--- config.mk ---
export PLATFORM = sky130hd
export DESIGN_NAME = reg_bank_2r1w
export DESIGN_NICKNAME = d
export VERILOG_FILES = /design/src/rtl/reg_bank_2r1w.sv
export SDC_FILE = /design/constraint.sdc
export NUM_CORES = 1
export LEC_CHECK = 0
export BUFFER_PORTS_ARGS = -buffer_cell sky130_fd_sc_hd__buf_2
export CAP_MARGIN = 15
export CELL_PAD_IN_SITES_DETAIL_PLACEMENT = 1
export CELL_PAD_IN_SITES_GLOBAL_PLACEMENT = 1
export CORE_MARGIN = 3
export CORE_UTILIZATION = 45
export CTS_CLUSTER_DIAMETER = 200
export DETAILED_ROUTE_END_ITERATION = 6
export PLACE_DENSITY = 0.86
export SYNTH_ARGS = -nofsm -noshare
export SYNTH_HDL_FRONTEND = slang
export SYNTH_SLANG_ARGS = --single-unit
--- constraint.sdc ---
create_clock -name clk -period 5.4 [get_ports clk]
set_input_delay 1.08 -clock clk [delete_from_list [all_inputs] [get_ports clk]]
set_output_delay 1.08 -clock clk [all_outputs]
set_load 0.05 [all_outputs]
--- src/rtl/reg_bank_2r1w.sv ---
// Register bank with two registered read ports, one write port, a per-register
// pending (reservation) bit and a sweep-clear engine that zeroes every entry.
// Ports: clk/reset (sync, active-high); we/waddr/wdata write port;
//   raddr_a/raddr_b -> rdata_a/rdata_b, pend_a/pend_b (1-cycle latency, bypassed);
//   rsv_en/rsv_addr set a pending bit; clr_req starts a sweep, busy high while it runs.
module reg_bank_2r1w #(
  parameter int WIDTH    = 16,
  parameter int ADDR_W   = 4,
  parameter bit ZERO_REG = 1'b0
) (
  input  logic              clk,
  input  logic              reset,
  input  logic              we,
  input  logic [ADDR_W-1:0] waddr,
  input  logic [WIDTH-1:0]  wdata,
  input  logic [ADDR_W-1:0] raddr_a,
  input  logic [ADDR_W-1:0] raddr_b,
  output logic [WIDTH-1:0]  rdata_a,
  output logic [WIDTH-1:0]  rdata_b,
  input  logic              rsv_en,
  input  logic [ADDR_W-1:0] rsv_addr,
  output logic              pend_a,
  output logic              pend_b,
  input  logic              clr_req,
  output logic              busy
);

  localparam int DEPTH = 2 ** ADDR_W;

  typedef enum logic {
    IDLE  = 1'b0,
    CLEAR = 1'b1
  } state_t;

  state_t            state;
  logic [ADDR_W-1:0] idx;

  logic [WIDTH-1:0]  regs     [DEPTH];
  logic [WIDTH-1:0]  reg_nxt  [DEPTH];
  logic [DEPTH-1:0]  pend;
  logic [DEPTH-1:0]  pend_nxt;

  // Writes and reservations are dropped entirely while the sweep runs.
  logic wr_ok;
  logic rsv_ok;
  assign wr_ok  = we     && (state == IDLE);
  assign rsv_ok = rsv_en && (state == IDLE);

  // Post-edge value of every entry. Read ports sample this array directly,
  // which gives write-through bypass and shows the sweep's zero on the
  // address being cleared in the same cycle.
  always_comb begin
    for (int i = 0; i < DEPTH; i++) begin
      reg_nxt[i]  = regs[i];
      pend_nxt[i] = pend[i];
      if (wr_ok && (waddr == ADDR_W'(i))) begin
        reg_nxt[i]  = wdata;
        pend_nxt[i] = 1'b0;
      end
      // Applied after the write so a same-cycle reservation leaves the bit set.
      if (rsv_ok && (rsv_addr == ADDR_W'(i))) begin
        pend_nxt[i] = 1'b1;
      end
      if ((state == CLEAR) && (idx == ADDR_W'(i))) begin
        reg_nxt[i]  = '0;
        pend_nxt[i] = 1'b0;
      end
      if (ZERO_REG && (i == 0)) begin
        reg_nxt[i]  = '0;
        pend_nxt[i] = 1'b0;
      end
    end
  end

  always_ff @(posedge clk) begin
    if (reset) begin
      for (int i = 0; i < DEPTH; i++) begin
        regs[i] <= '0;
      end
      pend    <= '0;
      rdata_a <= '0;
      rdata_b <= '0;
      pend_a  <= 1'b0;
      pend_b  <= 1'b0;
      busy    <= 1'b0;
      idx     <= '0;
      state   <= IDLE;
    end else begin
      regs    <= reg_nxt;
      pend    <= pend_nxt;
      rdata_a <= reg_nxt[raddr_a];
      rdata_b <= reg_nxt[raddr_b];
      pend_a  <= pend_nxt[raddr_a];
      pend_b  <= pend_nxt[raddr_b];
      case (state)
        IDLE: begin
          if (clr_req) begin
            state <= CLEAR;
            idx   <= '0;
            busy  <= 1'b1;
          end
        end
        CLEAR: begin
          // Last entry cleared on this edge: leave, index wraps back to 0.
          if (idx == '1) begin
            state <= IDLE;
            busy  <= 1'b0;
          end
          idx <= idx + 1'b1;
        end
        default: begin
          state <= IDLE;
          busy  <= 1'b0;
          idx   <= '0;
        end
      endcase
    end
  end

endmodule

==> impl_metrics.json <==
{
  "status": "complete, no violations",
  "crit_path_frequent_cell": "nand2_1",
  "tns_ps": 0,
  "antenna_found_initial": 8,
  "slew_violations": 0,
  "hpwl_um": 63500,
  "async_reset_ff_frac": 0,
  "cts_sinks": 312,
  "htree_num_levels": 2,
  "switching_share": 0.286,
  "ir_drop_mv": 0.258,
  "fin_nets": 2016,
  "vias_per_cell": 7.31,
  "ctsHoldBuffers": 0,
  "rrSetupSlack_ps": 1070,
  "leakage_nw": 8.13,
  "slew_headroom": 0.152,
  "multi_input_area_sq_um": 9330,
  "fmax_mhz": 231,
  "grt_start_max_net_pins": 114,
  "hold_viol": 0,
  "cpPeakStageDelay_ps": 1020,
  "slowest_stage": "o311ai_0",
  "die_h_um": 196,
  "synth_seq_area_share": 0.386,
  "setup_viol": 0,
  "die_area_sq_um": 38300,
  "die_w_um": 196,
  "startpoint_type": "flip-flop",
  "whs_ps": 471,
  "reg2reg_depth": 8,
  "drive_above_1_share": 0.141,
  "core_area_sq_um": 35000,
  "ys_ff_latch": 312,
  "switchingPower_mw": 1.73,
  "insertion_delay_ps": 570,
  "cp.buffers_inverters": 1,
  "route.detailed.drc": 0,
  "first_pass_iters": 7,
  "netlist_instances": 1951,
  "r2r-end": "rdata_a[14]$_SDFF_PP0_",
  "track_usage": 0.462,
  "cts_setup_buffers": 0,
  "intPower_mw": 4.30,
  "cp.arrival_ps": 4680,
  "min_period_ps": 4330,
  "synthesis.nets": 1992,
  "worstHoldStart": "busy$_SDFFE_PP0P_",
  "row_count": 68,
  "clockBufferDepth": 3,
  "yosys.cell_types.count": 74,
  "crit_path_end_kind": "flip-flop",
  "cp_cell_sequence": "nor4bb_2, buf_4, nand2_1, mux2_2, nand2_1, o22ai_1, o311ai_0, o221ai_1",
  "postSynthAreaPerCell_sq_um": 8.30,
  "regArea_sq_um": 6250,
  "powerDensity_nw_per_um2": 326,
  "tritoncts": "yes",
  "cts_resized": 0,
  "fillers": 4170,
  "overflow": 0,
  "seqPwrFrac": 0.392,
  "syn_area_sq_um": 16200,
  "area_growth_pct": 14.3,
  "worstHoldEndpoint": "busy$_SDFFE_PP0P_",
  "pin_count": 72,
  "synth_ff_type": "dfxtp_1",
  "vias": 18000,
  "pwr-share-clk": 0.484,
  "min-delay-path-class": "reg -> reg",
  "cts_made_buffers": 38,
  "io_buffers": 71,
  "synth_warnings": 0,
  "gp_congestion": 1.09,
  "wl_um": 91200,
  "worstSetupPathType": "reg -> reg",
  "initial_core_util": 0.463,
  "hold_path_depth": 2,
  "grt_pass1_vias": 17700,
  "drtIter0Drc": 2468,
  "cts_root_buffer": "clkbuf_16",
  "grt_setup_unrepaired": "false",
  "worst-path-max-fanout": 24,
  "skew_ps": 20.4,
  "worst_pin_slew_ps": 1260,
  "ant_nets": 0,
  "clk_pin_slew_ps": 60,
  "grt_pass1_wl_um": 129000,
  "rr_startpoint": "state$_SDFF_PP0_",
  "period_share": 0.801,
  "p_comb_frac": 0.125,
  "wl_per_cell_um": 37.0,
  "worstPathRequired_ps": 5750,
  "cap_violations": 0,
  "synth-edff-count": 0,
  "crit_family": "compound AO/OA/AOI/OAI gates"
}
## power groups by stage
| stage | clock (mW) | combinational (mW) | sequential [mW] |
|---|---|---|---|
| 3_5_place_dp | 0 | 0.705 | 2.41 |
| 5_1_grt | 2.99 | 0.750 | 2.36 |
| 3_3_place_gp | 0 | 0.701 | 2.41 |
| 2_1_floorplan | 0 | 0.332 | 2.45 |
| 6_report | 2.92 | 0.751 | 2.36 |
| 4_1_cts | 2.90 | 0.708 | 2.36 |
## cell usage after synthesis (19+ instances only)
master,n,area share
mux2i_1,188,0.12
a22oi_1,25,0.012
nor3_1,89,0.028
nor2b_1,41,0.016
o221ai_1,49,0.026
a221oi_1,19,0.010
dfxtp_1,312,0.39
nand2b_1,20,0.0077
nor2_1,323,0.075
a21oi_1,77,0.024
o22ai_1,73,0.028
nand3_1,41,0.013
clkbuf_1,135,0.031
a211oi_1,19,0.0088
o21ai_0,99,0.031
mux2_2,37,0.026
nand2_1,153,0.035
## per-stage QoR
stage / area, sq um / cells / power (mW) / setup WS, ps / utilization
after floorplan: 16200 / 1951 / 2.78 / 2280 / -
after global placement: 17100 / 2390 / 3.11 / 959 / 0.489
after detailed placement: 17100 / 2390 / 3.12 / 878 / 0.489
after CTS: 18500 / 2459 / 5.97 / 1300 / 0.529
after global routing: 18500 / 2459 / 6.11 / 1010 / 0.529
final: 18500 / 2465 / 6.03 / 1070 / 0.529
## cell type report
cell class / instances / share of cell area
sequential: 312 / 0.338
clock buffer: 55 / 0.0637
antenna: 6 / 0.000811
tap: 455 / 0.0308
inverter: 11 / 0.00223
clock inverter: 14 / 0.0122
multi-input combinational: 1470 / 0.504
timing repair buffer: 142 / 0.0488
## kinds of logic after synthesis
logic type,after synthesis,share of synthesized area
flip-flops,312,0.386
buffers and inverters,169,0.0410
adder cells (fa/ha/maj),4,0.00309
AND/OR/NAND/NOR,729,0.204
AO/OA/AOI/OAI,506,0.216
multiplexers,231,0.150
## worst reg2reg max path, delay by kind of cell (launching register included)
kind / cells / cell delay, ps
AO/OA/AOI/OAI: 3 / 1510
multiplexers: 1 / 420
flip-flops: 1 / 950
buffers and inverters: 1 / 240
AND/OR/NAND/NOR: 3 / 990
## per-layer routing
layer	up-vias	global-route usage	routed length, um
met1	8959	0.590	34700
met5	-	0	71
met4	10	0.304	7360
met3	395	0.139	11400
li1	7244	-	-
met2	1399	0.674	37700
## state kept, by name, summed over array words and instances (netlist names)
signal	count
busy	1
idx	4
pend	16
pend_a	1
pend_b	1
rdata_a	16
rdata_b	16
regs	256
state	1
## cells in the final DEF, fill, tap and decap left out, types with 19 or more instances in the layout
cell,netlist,routed
nor2_1,323,323
dfxtp_1,312,312
mux2i_1,188,188
nand2_1,153,153
o21ai_0,99,99
nor3_1,89,86
a21oi_1,77,77
o22ai_1,73,73
buf_4,0,71
buf_2,18,70
o221ai_1,49,49
nand3_1,41,41
nor2b_1,41,41
clkbuf_16,0,41
mux2_2,37,37
a22oi_1,25,25
nand2b_1,20,20
a221oi_1,19,19
a211oi_1,19,19
## worst max path at each step
stage                     startpoint                     end  slack (ps)  cells past startpoint
detailed placement          waddr[3]  rdata_a[14]$_SDFF_PP0_         880                      9
CTS                 state$_SDFF_PP0_   rdata_a[9]$_SDFF_PP0_        1300                      8
global placement            waddr[1]  rdata_a[14]$_SDFF_PP0_         960                      9
floorplan                   waddr[3]  rdata_b[12]$_SDFF_PP0_        2280                      7
global route        state$_SDFF_PP0_   rdata_a[9]$_SDFF_PP0_        1010                      8
finish              state$_SDFF_PP0_  rdata_a[14]$_SDFF_PP0_        1070                      8
(Power assumes the default switching activity.)
